[src/rtl/fetch_unit.sv]
// fetch_unit: instruction fetch with a single outstanding memory request and a
// small in-order instruction buffer; redirect flushes and drains stale responses.
`default_nettype none

module fetch_unit #(
  parameter logic [31:0] RESET_PC  = 32'h0000_0000,
  parameter int          BUF_DEPTH = 2
) (
  input  logic        clk,
  input  logic        rst_n,
  output logic        imem_req,
  output logic [31:0] imem_addr,
  input  logic        imem_gnt,
  input  logic        imem_rvalid,
  input  logic [31:0] imem_rdata,
  input  logic        stall,
  input  logic        redirect,
  input  logic [31:0] redirect_pc,
  output logic        instr_valid,
  output logic [31:0] instr,
  output logic [31:0] pc_out,
  output logic [31:0] pcplus4_out,
  output logic        illegal_op
);

  localparam int PTR_W = (BUF_DEPTH == 4) ? 2 : 1;
  localparam logic [PTR_W:0] FULL_CNT = (PTR_W+1)'(BUF_DEPTH);

  localparam logic [1:0] ST_IDLE  = 2'd0;
  localparam logic [1:0] ST_REQ   = 2'd1;
  localparam logic [1:0] ST_WAIT  = 2'd2;
  localparam logic [1:0] ST_DRAIN = 2'd3;

  logic [1:0]       state, state_nx;
  logic [31:0]      fetch_pc;
  logic [31:0]      req_addr;
  logic [PTR_W-1:0] rd_ptr, wr_ptr;
  logic [PTR_W:0]   count, count_nx;
  logic [31:0]      buf_addr [BUF_DEPTH];
  logic [31:0]      buf_data [BUF_DEPTH];
  logic             grant, push, pop, legal;

  // A redirect withdraws an ungranted request in the same cycle.
  assign imem_req    = (state == ST_REQ) & ~redirect;
  assign imem_addr   = fetch_pc;
  assign grant       = imem_req & imem_gnt;
  assign push        = (state == ST_WAIT) & imem_rvalid & ~redirect;
  assign instr_valid = (count != '0);
  assign pop         = instr_valid & ~stall & ~redirect;
  assign count_nx    = count + {{PTR_W{1'b0}}, push} - {{PTR_W{1'b0}}, pop};

  assign instr       = instr_valid ? buf_data[rd_ptr] : 32'h0;
  assign pc_out      = instr_valid ? buf_addr[rd_ptr] : 32'h0;
  assign pcplus4_out = instr_valid ? buf_addr[rd_ptr] + 32'd4 : 32'h0;
  assign illegal_op  = instr_valid & ~legal;

  always_comb begin
    legal = 1'b0;
    case (instr[6:0])
      7'b0110011, 7'b0010011, 7'b1100011, 7'b0000011, 7'b0100011,
      7'b0110111, 7'b0010111, 7'b1100111, 7'b1101111: legal = 1'b1;
      default: legal = 1'b0;
    endcase
  end

  always_comb begin
    state_nx = state;
    if (redirect) begin
      // A response still in flight must be swallowed before refetching.
      if (((state == ST_WAIT) || (state == ST_DRAIN)) && !imem_rvalid)
        state_nx = ST_DRAIN;
      else
        state_nx = ST_REQ;
    end else begin
      case (state)
        ST_IDLE:  if (count < FULL_CNT) state_nx = ST_REQ;
        ST_REQ:   if (imem_gnt) state_nx = ST_WAIT;
        ST_WAIT:  if (imem_rvalid) state_nx = (count_nx < FULL_CNT) ? ST_REQ : ST_IDLE;
        ST_DRAIN: if (imem_rvalid) state_nx = ST_REQ;
        default:  state_nx = ST_IDLE;
      endcase
    end
  end

  always_ff @(posedge clk or negedge rst_n) begin
    if (!rst_n) begin
      state    <= ST_IDLE;
      fetch_pc <= RESET_PC;
      req_addr <= RESET_PC;
      rd_ptr   <= '0;
      wr_ptr   <= '0;
      count    <= '0;
    end else begin
      state <= state_nx;
      if (redirect) begin
        fetch_pc <= redirect_pc & 32'hFFFF_FFFC;
        rd_ptr   <= '0;
        wr_ptr   <= '0;
        count    <= '0;
      end else begin
        if (grant) begin
          fetch_pc <= fetch_pc + 32'd4;
          req_addr <= fetch_pc;
        end
        if (push) wr_ptr <= wr_ptr + PTR_W'(1);
        if (pop)  rd_ptr <= rd_ptr + PTR_W'(1);
        count <= count_nx;
      end
    end
  end

  always_ff @(posedge clk) begin
    if (push) begin
      buf_addr[wr_ptr] <= req_addr;
      buf_data[wr_ptr] <= imem_rdata;
    end
  end

endmodule

`default_nettype wire

[config.mk]
export PLATFORM = sky130hd
export DESIGN_NAME = fetch_unit
export DESIGN_NICKNAME = d
export VERILOG_FILES = /design/src/rtl/fetch_unit.sv
export SDC_FILE = /design/constraint.sdc
export NUM_CORES = 1
export LEC_CHECK = 0
export BUFFER_PORTS_ARGS = -buffer_cell sky130_fd_sc_hd__clkbuf_2
export CORE_ASPECT_RATIO = 1.2
export CORE_UTILIZATION = 45
export DETAILED_ROUTE_END_ITERATION = 6
export GPL_TIMING_DRIVEN = 1
export PLACE_DENSITY = 0.68
export SETUP_SLACK_MARGIN = 0.3
export SYNTH_ARGS = -nofsm -noshare
export SYNTH_HDL_FRONTEND = slang
export SYNTH_SLANG_ARGS = --single-unit
[constraint.sdc]
create_clock -name clk -period 9.46 [get_ports clk]
set_input_delay 0.946 -clock clk [delete_from_list [all_inputs] [get_ports clk]]
set_output_delay 0.946 -clock clk [all_outputs]
set_load 0.03 [all_outputs]
==> results of run 1 <==
worst max-delay path, stage by stage, from the launching register on:
cell	delay, ns
dfrtp_4	0.64
buf_4	0.82
nand3_1	0.25
a22oi_1	0.38
nand4_2	0.29
nor3_1	0.29
mux2_1	0.38
clkbuf_2	0.20
layer usage:
layer | up-vias | GRT usage (%) | part of all wire [%] | wire [um]
met2 | 182 | 32.4 | 48 | 9190
li1 | 2997 | - | - | -
met4 | 0 | 8.03 | 2.3 | 436
met5 | - | 0 | 0 | 0
met3 | 31 | 4.36 | 6.2 | 1190
met1 | 2896 | 24.5 | 43 | 8250
sequential cells by signal, summed over array words and instances (netlist names):
register   flops
imem_addr     30
count          2
buf_data      64
rd_ptr         1
state          2
buf_addr      60
wr_ptr         1
req_addr      30
cell families (layout without fill, tap and decap cells):
| kind of cell | Yosys count | after routing | share of synthesized area [%] |
|---|---|---|---|
| muxes | 96 | 96 | 11.4 |
| and+or+nand+nor | 265 | 265 | 15.1 |
| other | 1 | 6 | 0.0423 |
| adders and majority gates | 4 | 4 | 0.565 |
| DFF | 190 | 190 | 60.7 |
| xor gates and xnor gates | 41 | 41 | 4.05 |
| buffers and inverters | 49 | 240 | 2.81 |
| AOI/OAI and AO/OA | 77 | 77 | 5.37 |
placed cells by master (no fill, tap or decap), types with 4 or more instances in the layout:
| cell type | Yosys | final |
|---|---|---|
| mux2_2 | 37 | 37 |
| a21oi_1 | 10 | 10 |
| inv_1 | 10 | 10 |
| o21ai_0 | 16 | 16 |
| buf_4 | 10 | 7 |
| and3_1 | 9 | 9 |
| clkinv_2 | 0 | 4 |
| o31ai_1 | 5 | 5 |
| clkbuf_16 | 0 | 17 |
| edfxtp_1 | 124 | 124 |
| xor2_1 | 17 | 17 |
| clkbuf_2 | 0 | 192 |
| and2_1 | 11 | 11 |
| o21ai_1 | 22 | 22 |
| nand3_1 | 36 | 36 |
| nand4_1 | 20 | 20 |
| nand3b_1 | 10 | 10 |
| nor3_1 | 9 | 9 |
| xnor2_1 | 24 | 24 |
| ha_1 | 4 | 4 |
| conb_1 | 1 | 6 |
| mux2i_1 | 56 | 56 |
| nor4_1 | 6 | 6 |
| dfrtp_1 | 66 | 65 |
| nor2_1 | 84 | 81 |
| nand2_1 | 57 | 57 |
| nand4b_1 | 6 | 6 |
| nor3b_1 | 4 | 4 |
path summary, 6_finish.rpt:
path                         startpoint  slack, ns         endpoint
setup / recovery                 rd_ptr       4.75  pcplus4_out[25]
hold / removal             req_addr[12]       0.47  buf_addr[0][12]
setup reg to reg               count[1]       6.75         state[0]
hold reg to reg            req_addr[12]       0.47  buf_addr[0][12]
max in group asynchronous         rst_n       8.13           rd_ptr
min in group asynchronous         rst_n       0.69      req_addr[3]
cells in the mapped netlist, types with 5 or more instances:
cell      count  area, um2
a21oi_1      10       50.1
and2_1       11       68.8
and3_1        9       56.3
buf_4        10       75.1
clkbuf_1     18       67.6
dfrtp_1      66       1650
edfxtp_1    124       3720
inv_1        10       37.5
mux2_2       37        417
mux2i_1      56        561
nand2_1      57        214
nand3_1      36        180
nand3b_1     10       75.1
nand4_1      20        125
nand4b_1      6       52.6
nor2_1       84        315
nor3_1        9       45.0
nor4_1        6       37.5
o21ai_0      16       80.1
o21ai_1      22        110
o31ai_1       5       37.5
xnor2_1      24        210
xor2_1       17        149
cell type report:
type                    instances  share of cell area [%]
multi-input cells             489                    31.1
inverters                      10                   0.356
repair buffers                199                    9.61
clock buffers                  22                    4.38
well taps                     256                    3.04
flip-flops and latches        190                    51.0
clock inverters                 9                   0.581
power by group through the flow:
stage	Sequential, mW	Clock [mW]	Combinational [mW]
2_1_floorplan	1.04	0	0.120
3_3_place_gp	1.03	0	0.197
3_5_place_dp	1.04	0	0.201
4_1_cts	1.02	0.656	0.202
5_1_grt	1.03	0.687	0.217
6_report	1.02	0.636	0.199
per-stage QoR:
step / hold slack, ns / cells / power, mW
6_report: 0.467 / 1175 / 1.85
4_1_cts: 0.474 / 1175 / 1.88
2_1_floorplan: 0.437 / 728 / 1.16
5_1_grt: 0.493 / 1175 / 1.93
3_5_place_dp: 0.456 / 1144 / 1.24
3_3_place_gp: 0.446 / 1144 / 1.23
==> flow_metrics.py, run 1 <==
metrics = {
    "run_status": {
        "status": "complete, no violations",
    },
    "global_routing": {
        "antenna_found_initial": 0,
        "grt_max_degree": 82,
        "grtUsageTotal_pct": 19.5,
        "grt-ovfl-total": 0,
        "grt_pass1_wl_um": 30000,
        "grt_pass1_vias": 5858,
    },
    "timing": {
        "max_freq_ghz": 0.212,
        "maxSlewViolCount": 0,
        "fin_crit_sh_pct": 49.8,
        "finalHoldViolCount": 0,
        "setup_ws_ns": 4.75,
        "rsz0062_at_grt": "no",
        "worstMarginPinSlew_ns": 1.02,
        "max_slew_margin_pct": 32.0,
        "finalSetupTns_ns": 0,
        "setup_violations": 0,
        "fin_worst_skew_ns": 0.00979,
        "fin_crit_ns": 4.71,
    },
    "cts": {
        "cts.repair_timing.setup_buffer_count": 0,
        "cts_tree": "yes",
        "path_clk_slew_ns": 0.06,
        "numCtsBuffers": 17,
        "htreeDepth": 4,
        "cts.sinks": 190,
        "cts_hold_buf": 0,
        "postCtsResizedCells": 0,
        "insertion_delay_ns": 0.42,
        "cts_root_buf": "clkbuf_16",
        "cts_buffer_depth": 2,
    },
    "setup_path": {
        "reg2reg_depth": 10,
        "cp_data_arrival_time_ns": 3.77,
        "critPathCaptureType": "output pin",
        "required_ns": 8.51,
        "worst-path-max-fanout": 72,
        "crit_type": "register to output pin",
        "start_kind": "register",
    },
    "placement": {
        "port_buffers": 192,
        "gp_congestion": 0.799,
        "dp_slack_ns": 5.17,
        "dp_hpwl_um": 13600,
        "placed_area_um2": 10000,
    },
    "cells_and_area": {
        "regArea_um2": 5380,
        "syn2layout_area_growth_pct": 19.1,
        "multiInputGateArea_um2": 3280,
        "fillCellCount": 1672,
        "drive_above_1_share_pct": 30.3,
        "fin_area_um2": 10600,
        "utilization_pct": 55.4,
        "diodes": 0,
        "nets": 981,
    },
    "routing": {
        "via_count": 6106,
        "vias_per_cell": 5.20,
        "firstDrtPassIters": 4,
        "drt_iter0_drc": 301,
        "post_drt_wl_per_cell_um": 16.2,
        "wirelength_um": 19100,
        "ant_nets": 0,
        "drc": 0,
    },
    "die": {
        "num_rows": 55,
        "dieArea_um2": 20300,
        "ioPinCount": 201,
        "die_h_um": 156,
        "initial_core_util_pct": 46.5,
        "core_um2": 19100,
        "die_w_um": 130,
    },
    "synth": {
        "async_reset_ff_share_pct": 34.7,
        "synth_edf_count": 124,
        "synthFlopType": "edfxtp_1",
        "syn_area_per_cell_um2": 12.3,
        "synth_seq_cells": 190,
        "syn_inst": 723,
        "yosys_warnings": 0,
        "ys_types": 53,
        "yosysSeqAreaShare_pct": 60.7,
        "syn_area_um2": 8860,
    },
    "pwr": {
        "p_seq_share_pct": 55.0,
        "clkPwrFrac_pct": 34.3,
        "combPwrFrac_pct": 10.7,
        "p_leak_nw": 4.14,
        "p_int_mw": 1.39,
        "swShare_pct": 24.9,
        "peakVddDrop_uv": 134,
        "power.density_nw_per_um2": 176,
        "p_sw_mw": 0.462,
    },
    "hold_path": {
        "holdPathStages": 0,
        "hp-class": "register to register",
    },
    "job": {
        "maxCapViolCount": 0,
    },
}
(Power assumes the default switching activity.)
==> run 2: changes to the inputs <==
Settings changed: PLACE_DENSITY 0.68 to 0.71.
Clock period 9.46 ns to 4.03 ns, I/O delays scaled along.
==> run 2 against run 1 <==
Effect of this change: die area is the same; hold slack lost 0.31 ns; non-clock buffer count grew 6.
==> flow_metrics.py, run 2 (synthesized netlist as in run 1, its figures left out) <==
metrics = {
    "routing": {
        "post_drt_wl_per_cell_um": 16.1,
        "firstDrtPassIters": 4,
        "wirelength_um": 19100,
        "vias_per_cell": 5.18,
        "ant_nets": 0,
        "drt_iter0_drc": 260,
        "via_count": 6125,
        "drc": 0,
    },
    "cts": {
        "postCtsResizedCells": 0,
        "cts_buffer_depth": 2,
        "cts.sinks": 190,
        "path_clk_slew_ns": 0.07,
        "cts_root_buf": "clkbuf_16",
        "numCtsBuffers": 17,
        "htreeDepth": 4,
        "insertion_delay_ns": 0.43,
        "cts_tree": "yes",
    },
    "timing": {
        "maxSlewViolCount": 0,
        "setup_ws_ns": 0.487,
        "max_slew_margin_pct": 39.3,
        "max_freq_ghz": 0.282,
        "rsz0062_at_grt": "no",
        "setup_violations": 0,
        "finalHoldViolCount": 0,
        "fin_crit_ns": 3.54,
        "fin_crit_sh_pct": 87.9,
        "finalSetupTns_ns": 0,
        "worstMarginPinSlew_ns": 0.902,
        "fin_worst_skew_ns": 0.0114,
    },
    "setup_path": {
        "cp_num_buf_inv": 2,
        "crit_slowest_cell": "dfrtp_4",
        "reg2reg_depth": 10,
        "worstPathCellList": "buf_4 > nand3_1 > a222oi_1 > nand4_1 > o31a_1 > nor3_1 > clkbuf_2",
        "reg2reg_slack_ns": 1.62,
        "reg2reg_from": "count[1]",
        "critPathCaptureType": "output pin",
        "worstReg2RegEnd": "state[0]",
        "slowest_delay_ns": 0.55,
        "required_ns": 3.63,
        "cp_data_arrival_time_ns": 3.14,
        "crit_family": "compound AO/OA/AOI/OAI gates",
        "crit_type": "register to output pin",
        "worst-path-max-fanout": 34,
        "start_kind": "register",
    },
    "global_routing": {
        "grt_pass1_vias": 5833,
        "grt-ovfl-total": 0,
        "antenna_found_initial": 0,
        "grt_pass1_wl_um": 30100,
        "grtUsageTotal_pct": 19.5,
        "grt_max_degree": 61,
    },
    "hold_path": {
        "hold_start": "imem_rdata[14]",
        "holdPathStages": 1,
        "min_to": "buf_data[1][14]",
        "hp-class": "input port to register",
    },
    "cells_and_area": {
        "largest_reg_flops": 64,
        "nets": 987,
        "most-common-layout-cells": "clkbuf_2 (191), edfxtp_1 (124), nor2_1 (81)",
        "fillCellCount": 1650,
        "fin_area_um2": 10700,
        "utilization_pct": 55.9,
        "diodes": 0,
        "layout_commonest_cell": "clkbuf_2",
        "drive_above_1_share_pct": 30.7,
        "top_register": "buf_data",
        "reg_top3": "buf_data: 64 flops, buf_addr: 60 flops",
        "syn2layout_area_growth_pct": 20.3,
    },
    "pwr": {
        "power.density_nw_per_um2": 425,
        "p_int_mw": 3.38,
        "clkPwrFrac_pct": 36.7,
        "p_leak_nw": 4.18,
        "p_seq_share_pct": 52.8,
        "combPwrFrac_pct": 10.4,
        "peakVddDrop_uv": 303,
        "p_sw_mw": 1.15,
        "swShare_pct": 25.4,
    },
    "placement": {
        "port_buffers": 192,
        "dp_slack_ns": 0.922,
        "placed_area_um2": 10100,
        "dp_hpwl_um": 14300,
        "gp_congestion": 0.787,
    },
    "run_status": {
        "status": "complete, no violations",
    },
    "die": {
        "die_h_um": 156,
        "core_um2": 19100,
        "dieArea_um2": 20300,
        "num_rows": 55,
        "ioPinCount": 201,
        "die_w_um": 130,
        "initial_core_util_pct": 46.5,
    },
    "job": {
        "maxCapViolCount": 0,
    },
}
run 2: per-layer routing:
layer / vias to the layer above / part of all wire [%] / track usage, %
met5: - / 0 / 0
li1: 3014 / - / -
met1: 2922 / 44 / 24.9
met3: 32 / 4.9 / 3.26
met4: 0 / 3.0 / 9.52
met2: 157 / 48 / 31.9
run 2: how the worst max path moves through the flow:
stage	endpoint	slack, ns	cells past startpoint	startpoint
3_5_place_dp	pcplus4_out[30]	0.92	7	rd_ptr
2_1_floorplan	buf_addr[0][10]	0.04	3	redirect
4_1_cts	pcplus4_out[30]	0.45	7	rd_ptr
3_3_place_gp	pcplus4_out[30]	0.93	7	rd_ptr
5_1_grt	pcplus4_out[29]	0.32	7	rd_ptr
6_report	pcplus4_out[30]	0.49	7	rd_ptr
run 2: cell type report:
class                   count  area, um2  area share, %
flip-flops and latches    190       5380           50.5
multi-input cells         489       3280           30.8
repair buffers            205       1060           9.95
clock buffers              19        433           4.06
well taps                 256        320           3.00
clock inverters            13        151           1.42
inverters                  10       37.5          0.352
run 2: worst register-to-register path: stages (launching register included):
cell,delay (ns)
dfrtp_1,0.46
nor2_4,0.13
buf_4,0.36
nor3_1,0.09
ha_1,0.29
inv_1,0.04
ha_1,0.17
xor2_1,0.28
o21ai_0,0.12
a211oi_1,0.25
o21bai_1,0.08
run 2: repair_timing:
item	CTS	global route
buffers inserted	0	0
endpoints found under the hold margin	17	0
hold buffers	1	0
run 2: through the flow:
step	hold WS, ns	std cells	power, mW
2_1_floorplan	0.107	728	2.72
3_3_place_gp	0.351	1149	2.89
3_5_place_dp	0.353	1149	2.91
4_1_cts	0.144	1182	4.57
5_1_grt	0.148	1182	4.70
6_report	0.158	1182	4.53
run 2: power groups by stage:
stage          Sequential (mW)  Combinational (mW)  Clock, mW
6_report                  2.39               0.473       1.66
5_1_grt                   2.42               0.515       1.76
4_1_cts                   2.39               0.478       1.70
3_5_place_dp              2.44               0.475          0
3_3_place_gp              2.42               0.465          0
2_1_floorplan             2.44               0.281          0
